### config.mk
export PLATFORM = sky130hd
export DESIGN_NAME = ps2_key_event_scheduler
export DESIGN_NICKNAME = d
export VERILOG_FILES = /design/src/rtl/ps2_key_event_scheduler.sv
export SDC_FILE = /design/constraint.sdc
export NUM_CORES = 1
export LEC_CHECK = 0
export ABC_AREA = 1
export BUFFER_PORTS_ARGS = -buffer_cell sky130_fd_sc_hd__buf_2
export CORE_ASPECT_RATIO = 0.8
export CORE_MARGIN = 2
export CORE_UTILIZATION = 62
export DETAILED_ROUTE_END_ITERATION = 10
export GPL_TIMING_DRIVEN = 1
export HOLD_SLACK_MARGIN = 0.08
export PLACE_DENSITY_LB_ADDON = 0.15
export SYNTH_ARGS = -nofsm -noshare
export SYNTH_HDL_FRONTEND = slang
export SYNTH_SLANG_ARGS = --single-unit
### constraint.sdc
create_clock -name iCLK -period 4.7 [get_ports iCLK]
set_clock_uncertainty 0.15 [all_clocks]
set_input_delay 0.235 -clock iCLK [delete_from_list [all_inputs] [get_ports iCLK]]
set_output_delay 0.235 -clock iCLK [all_outputs]
set_load 0.05 [all_outputs]
### src/rtl/ps2_key_event_scheduler.sv
`default_nettype none
// ============================================================================
// Module   : ps2_key_event_scheduler
// Brief    : Turns PS/2 scan-code bytes into make/break key events, drops
//            typematic repeats and queues events in a FIFO for the CPU.
// Revision : 1.0 - initial release
// ============================================================================
module ps2_key_event_scheduler #(
    parameter int DEPTH       = 4,
    parameter int TIMEOUT_CYC = 100000
) (
    input  logic                     iCLK,
    input  logic                     iRST,
    input  logic [7:0]               iByte,
    input  logic                     iByteValid,
    input  logic                     iByteErr,
    input  logic                     iAck,
    input  logic                     iClrOvf,
    output logic [31:0]              oEvent,
    output logic                     oInterrupt,
    output logic [$clog2(DEPTH):0]   oCount,
    output logic                     oOverflow
);

    localparam int PW = $clog2(DEPTH);
    localparam int CW = PW + 1;
    localparam int TW = (TIMEOUT_CYC > 1) ? $clog2(TIMEOUT_CYC) : 1;
    localparam logic [TW-1:0] C_TO_LAST = TW'(TIMEOUT_CYC - 1);
    localparam logic [CW-1:0] C_DEPTH   = CW'(DEPTH);
    localparam logic [7:0]    C_EXT     = 8'hE0;
    localparam logic [7:0]    C_BRK     = 8'hF0;

    typedef enum logic [1:0] {
        ST_IDLE    = 2'd0,
        ST_EXT     = 2'd1,
        ST_BRK     = 2'd2,
        ST_EXT_BRK = 2'd3
    } state_t;

    state_t          state_q, state_d;
    logic [TW-1:0]   tmo_q, tmo_d;
    logic            held_vld_q, held_vld_d;
    logic            held_ext_q, held_ext_d;
    logic [7:0]      held_code_q, held_code_d;

    logic            ev_ext, ev_rel, emit, push, held_match;

    logic [9:0]      mem_q [DEPTH];
    logic [PW-1:0]   wr_ptr_q, rd_ptr_q;
    logic [CW-1:0]   count_q;
    logic            ovf_q;
    logic            pop, full, wr_en;

    always_comb begin
        state_d     = state_q;
        tmo_d       = tmo_q;
        held_vld_d  = held_vld_q;
        held_ext_d  = held_ext_q;
        held_code_d = held_code_q;
        emit        = 1'b0;
        push        = 1'b0;
        ev_ext      = (state_q == ST_EXT) || (state_q == ST_EXT_BRK);
        ev_rel      = (state_q == ST_BRK) || (state_q == ST_EXT_BRK);
        held_match  = held_vld_q && (held_ext_q == ev_ext) && (held_code_q == iByte);

        if (iByteValid) begin
            tmo_d = '0;
            if (iByteErr || iByte == 8'h00 || iByte == 8'hFF) begin
                state_d = ST_IDLE;
            end else if (iByte == C_EXT) begin
                state_d = ev_rel ? ST_EXT_BRK : ST_EXT;
            end else if (iByte == C_BRK) begin
                state_d = ev_ext ? ST_EXT_BRK : ST_BRK;
            end else begin
                state_d = ST_IDLE;
                emit    = 1'b1;
            end
        end else if (state_q != ST_IDLE) begin
            if (tmo_q == C_TO_LAST) begin
                state_d = ST_IDLE;
                tmo_d   = '0;
            end else begin
                tmo_d = tmo_q + 1'b1;
            end
        end else begin
            tmo_d = '0;
        end

        // A repeated make of the held key is the typematic repeat to suppress.
        if (emit) begin
            if (!ev_rel) begin
                if (!held_match) begin
                    push        = 1'b1;
                    held_vld_d  = 1'b1;
                    held_ext_d  = ev_ext;
                    held_code_d = iByte;
                end
            end else begin
                push = 1'b1;
                if (held_match) begin
                    held_vld_d = 1'b0;
                end
            end
        end
    end

    always_ff @(posedge iCLK) begin
        if (iRST) begin
            state_q     <= ST_IDLE;
            tmo_q       <= '0;
            held_vld_q  <= 1'b0;
            held_ext_q  <= 1'b0;
            held_code_q <= '0;
        end else begin
            state_q     <= state_d;
            tmo_q       <= tmo_d;
            held_vld_q  <= held_vld_d;
            held_ext_q  <= held_ext_d;
            held_code_q <= held_code_d;
        end
    end

    assign pop   = iAck && (count_q != '0);
    assign full  = (count_q == C_DEPTH);
    // A pop in the same cycle frees the slot a full-FIFO push needs.
    assign wr_en = push && (!full || pop);

    always_ff @(posedge iCLK) begin
        if (iRST) begin
            wr_ptr_q <= '0;
            rd_ptr_q <= '0;
            count_q  <= '0;
            ovf_q    <= 1'b0;
        end else begin
            if (wr_en) begin
                wr_ptr_q <= wr_ptr_q + 1'b1;
            end
            if (pop) begin
                rd_ptr_q <= rd_ptr_q + 1'b1;
            end
            if (wr_en && !pop) begin
                count_q <= count_q + 1'b1;
            end else if (pop && !wr_en) begin
                count_q <= count_q - 1'b1;
            end
            if (push && full && !pop) begin
                ovf_q <= 1'b1;
            end else if (iClrOvf) begin
                ovf_q <= 1'b0;
            end
        end
    end

    always_ff @(posedge iCLK) begin
        if (wr_en) begin
            mem_q[wr_ptr_q] <= {ev_ext, ev_rel, iByte};
        end
    end

    assign oEvent     = (count_q != '0) ? {22'b0, mem_q[rd_ptr_q]} : 32'b0;
    assign oInterrupt = (count_q != '0);
    assign oCount     = count_q;
    assign oOverflow  = ovf_q;

endmodule
`default_nettype wire

Word level (Yosys, flattened, before mapping)
Memories as Yosys holds them, arrays and structs flattened. A register that Yosys moved wholly into a read port is not among the register bits.
Index checks and enable logic that the tools add are counted.
- RAM bits: 40
- bits in registers: 37
- bits in latches: 0
- bits in read-only memories: 0
- memories: 1
- bits of input ports: 14
- logic and storage cells: 84
- add/subtract/negate cells: 5
- equality and inequality tests: 12
- order comparisons: 0
- bitwise gates (word level): 3
- shift operators: 0
- reductions and logical operators: 27
- multiplexer cells: 27
- divide/modulo/power cells: 0
- $mul: 0
- memory list (name ; words ; width ; read ports ; clocked after Yosys merged registers in ; write ports ; RTL line ; RTL):
    mem_q ; 4 ; 10 ; 1 ; 1 ; 1 ; 48 ; logic [9:0] mem_q [DEPTH];
- operator list (kind ; count):
    $eq 8x8->1 const B ; 3
    $mux 2 ; 9
    $add 17x1->17 const B ; 1
    $eq 17x17->1 const B ; 1
    $mux 1 ; 15
    $mux 10 ; 1
    $reduce_bool 2->1 ; 5
    $eq 8x8->1 ; 1
    $logic_and 1x1->1 ; 8
    $logic_not 8->1 ; 1
    $mux 3 ; 2
    $reduce_and 3->1 ; 2
    $logic_or 1x1->1 ; 5
    $add 2x1->2 const B ; 2
    $eq 2x2->1 const B ; 2
    $reduce_or 4->1 ; 1
    $add 3x1->3 const B ; 1
    $eq 3x3->1 const B ; 1
    $logic_not 1->1 ; 3
    $not 1->1 ; 3
    $reduce_bool 3->1 ; 1
    $sub 3x1->3 const B ; 1
    $eq 2x1->1 const B ; 1
    $ne 2x1->1 const B ; 1
    3 further kinds ; 3

Longest topological paths before layout
- depth in word-level cells: 13
- depth in mapped cells: 17
- mapped depth without buffers: 17

Least setup slack after synthesis
Ideal clock, no wire load.
- kind: register -> output
- start point: register count_q[0], in the netlist oCount[0]
- end point: output oEvent[0]
- data required time: 4.315 ns
- cell stages (with the launch flop): 6
- setup slack: 2.026 ns
- arrival: 2.289 ns
- cell sequence: dfxtp_1 -> nor2_1 -> nand2_1 -> inv_1 -> clkbuf_1 -> a21oi_1
- word-level cells in the longest chain between the ends: 2
- RTL lines (item ; RTL line ; RTL):
    from (decl) ; 50 ; logic [CW-1:0] count_q;
    from (signal assigned) ; 142 ; count_q <= count_q + 1'b1;
    from (signal assigned) ; 144 ; count_q <= count_q - 1'b1;
    $reduce_bool 3->1 ; - ;
    named net oInterrupt ; 20 ; output logic oInterrupt,
    $mux 10 ; 160 ; assign oEvent = (count_q != '0) ? {22'b0, mem_q[rd_ptr_q]} : 32'b0;
    to (decl) ; 19 ; output logic [31:0] oEvent,
The timed path passes the listed nets, and every way through them passes these cells.

Worst setup path in the final report
- start point: input iByte[1]
- end point: register count_q[2], in the netlist oCount[2]
- word-level cells in the longest chain between the ends: 10
- elaborated cells between the ends (all ways): 21
- classes of those cells: eq/ne (4); mux (8); reduce/logical (9)
- RTL lines (item ; RTL line ; RTL):
    from (decl) ; 14 ; input logic [7:0] iByte,
    $eq 8x8->1 / $logic_not 8->1 (equally long branches) ; 72, 68 ;
    $mux 1 / $logic_or 1x1->1 (equally long branches) ; 72, 68 ;
    $mux 1 / $logic_or 1x1->1 (equally long branches) ; 70, 68 ;
    $mux 1 ; 68 ; if (iByteErr || iByte == 8'h00 || iByte == 8'hFF) begin
    $mux 1 ; 66 ; if (iByteValid) begin
    $mux 1 * ; 90 ; if (emit) begin
    $logic_and 1x1->1 * ; 126 ; assign wr_en = push && (!full || pop);
    named net wr_en ; 52 ; logic pop, full, wr_en;
    $logic_not 1->1 ; 143 ; end else if (pop && !wr_en) begin
    $logic_and 1x1->1 ; 143 ;
    $reduce_bool 2->1 (no source line) ; - ;
The timed path passes the listed nets; every way through them passes the cells marked *.
A chain may end at the register's enable or synchronous reset.

==> run_results.csv <==
group,metric,value,unit
run_status,status,"finished clean",
synthesis,synthTopCellsByArea,"edfxtp_1 31%, dfxtp_1 20%, nor2_1 7.6%",
timing,tightest_slew,0.9708,ns
pwr,power_leakage,1.735,nW
cts,clockRootBuffer,"clkbuf_8",
timing,fin_hold_ws,0.1696,ns
layout,syn2layout_area_growth,10.12,%
setup_path,critPathRequiredTime,4.79,ns
timing,post-route-period-util,62.06,%
cts,cts.path.max_buffers,2,
synthesis,syn_area_per_cell,8.582,um2
layout,diodes,0,
setup_path,critPathMaxStageDelay,0.52,ns
pwr,p_per_area,452.0,nW/um2
drt,drt-initial-drc-count,237,
worst_hold_path,hp-class,"in2reg",
layout,seq_area,1982,um2
drt,ant_nets,0,
timing,post-route-min-period,2.917,ns
die,die_area,6851,um2
cts,htreeDepth,3,
drt,drc,0,
cts,numCtsBuffers,9,
global_routing,grt_usage,22.42,%
global_routing,grt_max_degree,22,
pwr,peakVddDrop,0.2133,mV
setup_path,worst-setup-path-type,"in2reg",
timing,slew_violations,0,
timing,rsz0062_at_grt,"false",
synthesis,synth-main-ff-cell,"edfxtp_1",
setup_path,crit_arrival,3.01,ns
setup_path,start_kind,"input pin",
cts,clk_latency,0.35,ns
timing,max_freq,342.8,MHz
layout,num-fill-cells,465,
die,pin_count,51,
timing,tns,0,ns
setup_path,cpMostUsedCell,"inv_1",
layout,finish.instance_area,4234,um2
timing,setup_viol,0,
cts,cts_setup_buffers,0,
global_routing,grt_first_pass_wirelength,11.54,mm
synthesis,synth_seq_cells,79,
layout,drive_gt1_share,12.04,%
setup_path,end_kind,"flop",
synthesis,synth_common_cells,"78 x nor2_1, 57 x nand2_1, 54 x inv_1, 40 x edfxtp_1, 39 x dfxtp_1",
layout,layout.nets,508,
synthesis,yosys.area.top_type,"edfxtp_1",
placement,place.port_buffers,28,
synthesis,async_flop_share,0,%
drt,routedWlPerCell,12.53,um
drt,drtPass1Iterations,6,
timing,slew_headroom,35.04,%
die,fp.dieH,74.44,um
cts,cts_tree,"built",
placement,gp_congestion,0.8723,
synthesis,syn_area,3845,um2
layout,multi_input_area,1513,um2
die,rows,25,
placement,postPlaceCellArea,3943,um2
cts,path_clk_slew,0.08,ns
drt,drt_wl_total,7.155,mm
setup_path,worst-path-max-fanout,8,
global_routing,first_global_vias,2413,
synthesis,synthCells,448,
layout,final_core_util,71.24,%
die,dieWidth,92.05,um
synthesis,synth_top_cell_area_share,31.24,%
synthesis,yosysMostFrequentCell,"nor2_1",
die,start_util,64.69,%
synthesis,yosys_warnings,0,
placement,hpwl,4.889,mm
drt,via_per_inst,5.117,
setup_path,cpMaxStageDelayCell,"dlygate4sd3_1",
job,maxCapViolCount,0,
synthesis,synth.distinct_cells,33,
synthesis,seq_area_frac_synth,51.55,%
die,core_area,5943,um2
timing,hold_violations,0,
setup_path,path_cells,"dlygate4sd3_1, buf_2, inv_1, o22ai_1, a211oi_1, nand3_1, nor2_1, ha_1, inv_1, nand4_2, inv_1, ha_1, inv_1, fa_1, a21oi_1, o21ai_0, o21ai_0, a21oi_1",
placement,placed_cells,544,
synthesis,synth_enable_flop_cells,40,
cts,clock_sinks,79,
layout,final_cell_count_no_fill,571,
global_routing,antenna_found_initial,0,
drt,num_vias,2922,
global_routing,overflow,0,
==> path summary, 6_finish.rpt <==
kind | startpoint | endpoint | slack, ns | depth (start not counted)
setup / recovery | iByte[1] | oCount[2]$_SDFFE_PP0P_ | 1.78 | 18
hold / removal | iAck | rd_ptr_q[0]$_SDFFE_PP0N_ | 0.17 | 4
setup reg to reg | state_q[0]$_SDFFE_PP0P_ | oCount[1]$_SDFFE_PP0P_ | 1.93 | 13
hold reg to reg | tmo_q[0]$_SDFF_PP0_ | tmo_q[0]$_SDFF_PP0_ | 0.31 | 1
==> timing repair <==
item | 4_1_cts | 5_1_grt
endpoints found under the hold margin | 42 | 0
hold buffers | 11 | 0
gates resized for setup | 0 | 0
==> registers in the layout (all words and copies together), names as in the netlist, named ones only <==
signal / flops
mem_q: 40
tmo_q: 17
held_code_q: 8
oCount: 3
rd_ptr_q: 2
state_q: 2
wr_ptr_q: 2
held_ext_q: 1
held_vld_q: 1
oOverflow: 1
==> cells by family after synthesis <==
kind of cell	after synthesis	share of synthesized area [%]
buf+inv	89	11.16
xor+xnor	13	2.961
flops	79	51.55
compound gates	69	9.340
simple gates	188	21.77
fa+ha+maj	9	3.124
other cells	1	0.09753
==> placed cells by master (no fill, tap or decap), types with 2 or more instances in the layout <==
| cell type | instances |
|---|---|
| clkbuf_8 | 9 |
| nand4_1 | 6 |
| o21ai_0 | 31 |
| nor2_2 | 6 |
| dfxtp_1 | 39 |
| inv_1 | 54 |
| nand3_1 | 27 |
| clkinv_2 | 4 |
| nand2_1 | 57 |
| edfxtp_1 | 40 |
| dlygate4sd3_1 | 11 |
| clkbuf_1 | 2 |
| xor2_1 | 10 |
| a21oi_1 | 33 |
| ha_1 | 8 |
| nand3b_1 | 2 |
| nand2_2 | 3 |
| nand3_2 | 3 |
| nor2_1 | 78 |
| nor2_4 | 2 |
| xnor2_1 | 3 |
| conb_1 | 22 |
| buf_2 | 28 |
==> layout make-up <==
type	count	share of cell area, %
Multi-Input combinational cell	301	35.73
Timing Repair Buffer	39	5.910
Clock buffer	11	3.103
Sequential cell	79	46.81
Inverter	55	4.876
Tap cell	81	2.394
Clock inverter	5	1.182
==> worst max-delay path, delay by kind of cell <==
family,cells,cell delay (ns)
buffers and inverters,6,1.09
adder cells (fa/ha/maj),3,0.68
AO/OA/AOI/OAI,6,0.66
AND/OR/NAND/NOR,3,0.34
==> per-stage QoR <==
| stage | power [mW] | worst slack [ns] |
|---|---|---|
| 3_3_place_gp | 1.441 | 2.001 |
| 3_5_place_dp | 1.450 | 1.941 |
| 5_1_grt | 2.004 | 1.552 |
| 4_1_cts | 1.918 | 1.782 |
| 2_1_floorplan | 1.330 | 2.026 |
| 6_report | 1.914 | 1.783 |
==> metal layers <==
layer	GRT usage, %	up-vias	wire length (um)
met4	7.960	0	114
met1	32.34	1313	3457
met5	0	-	0
met2	33.58	111	3077
li1	-	1484	-
met3	5.572	14	504
==> where the power goes <==
| part | switching, mW | internal [mW] |
|---|---|---|
| combinational | 0.501 | 0.138 |
| clock | 0.227 | 0.242 |
| sequential | 0.0457 | 0.761 |
| total | 0.774 | 1.14 |
(Power assumes the default switching activity.)
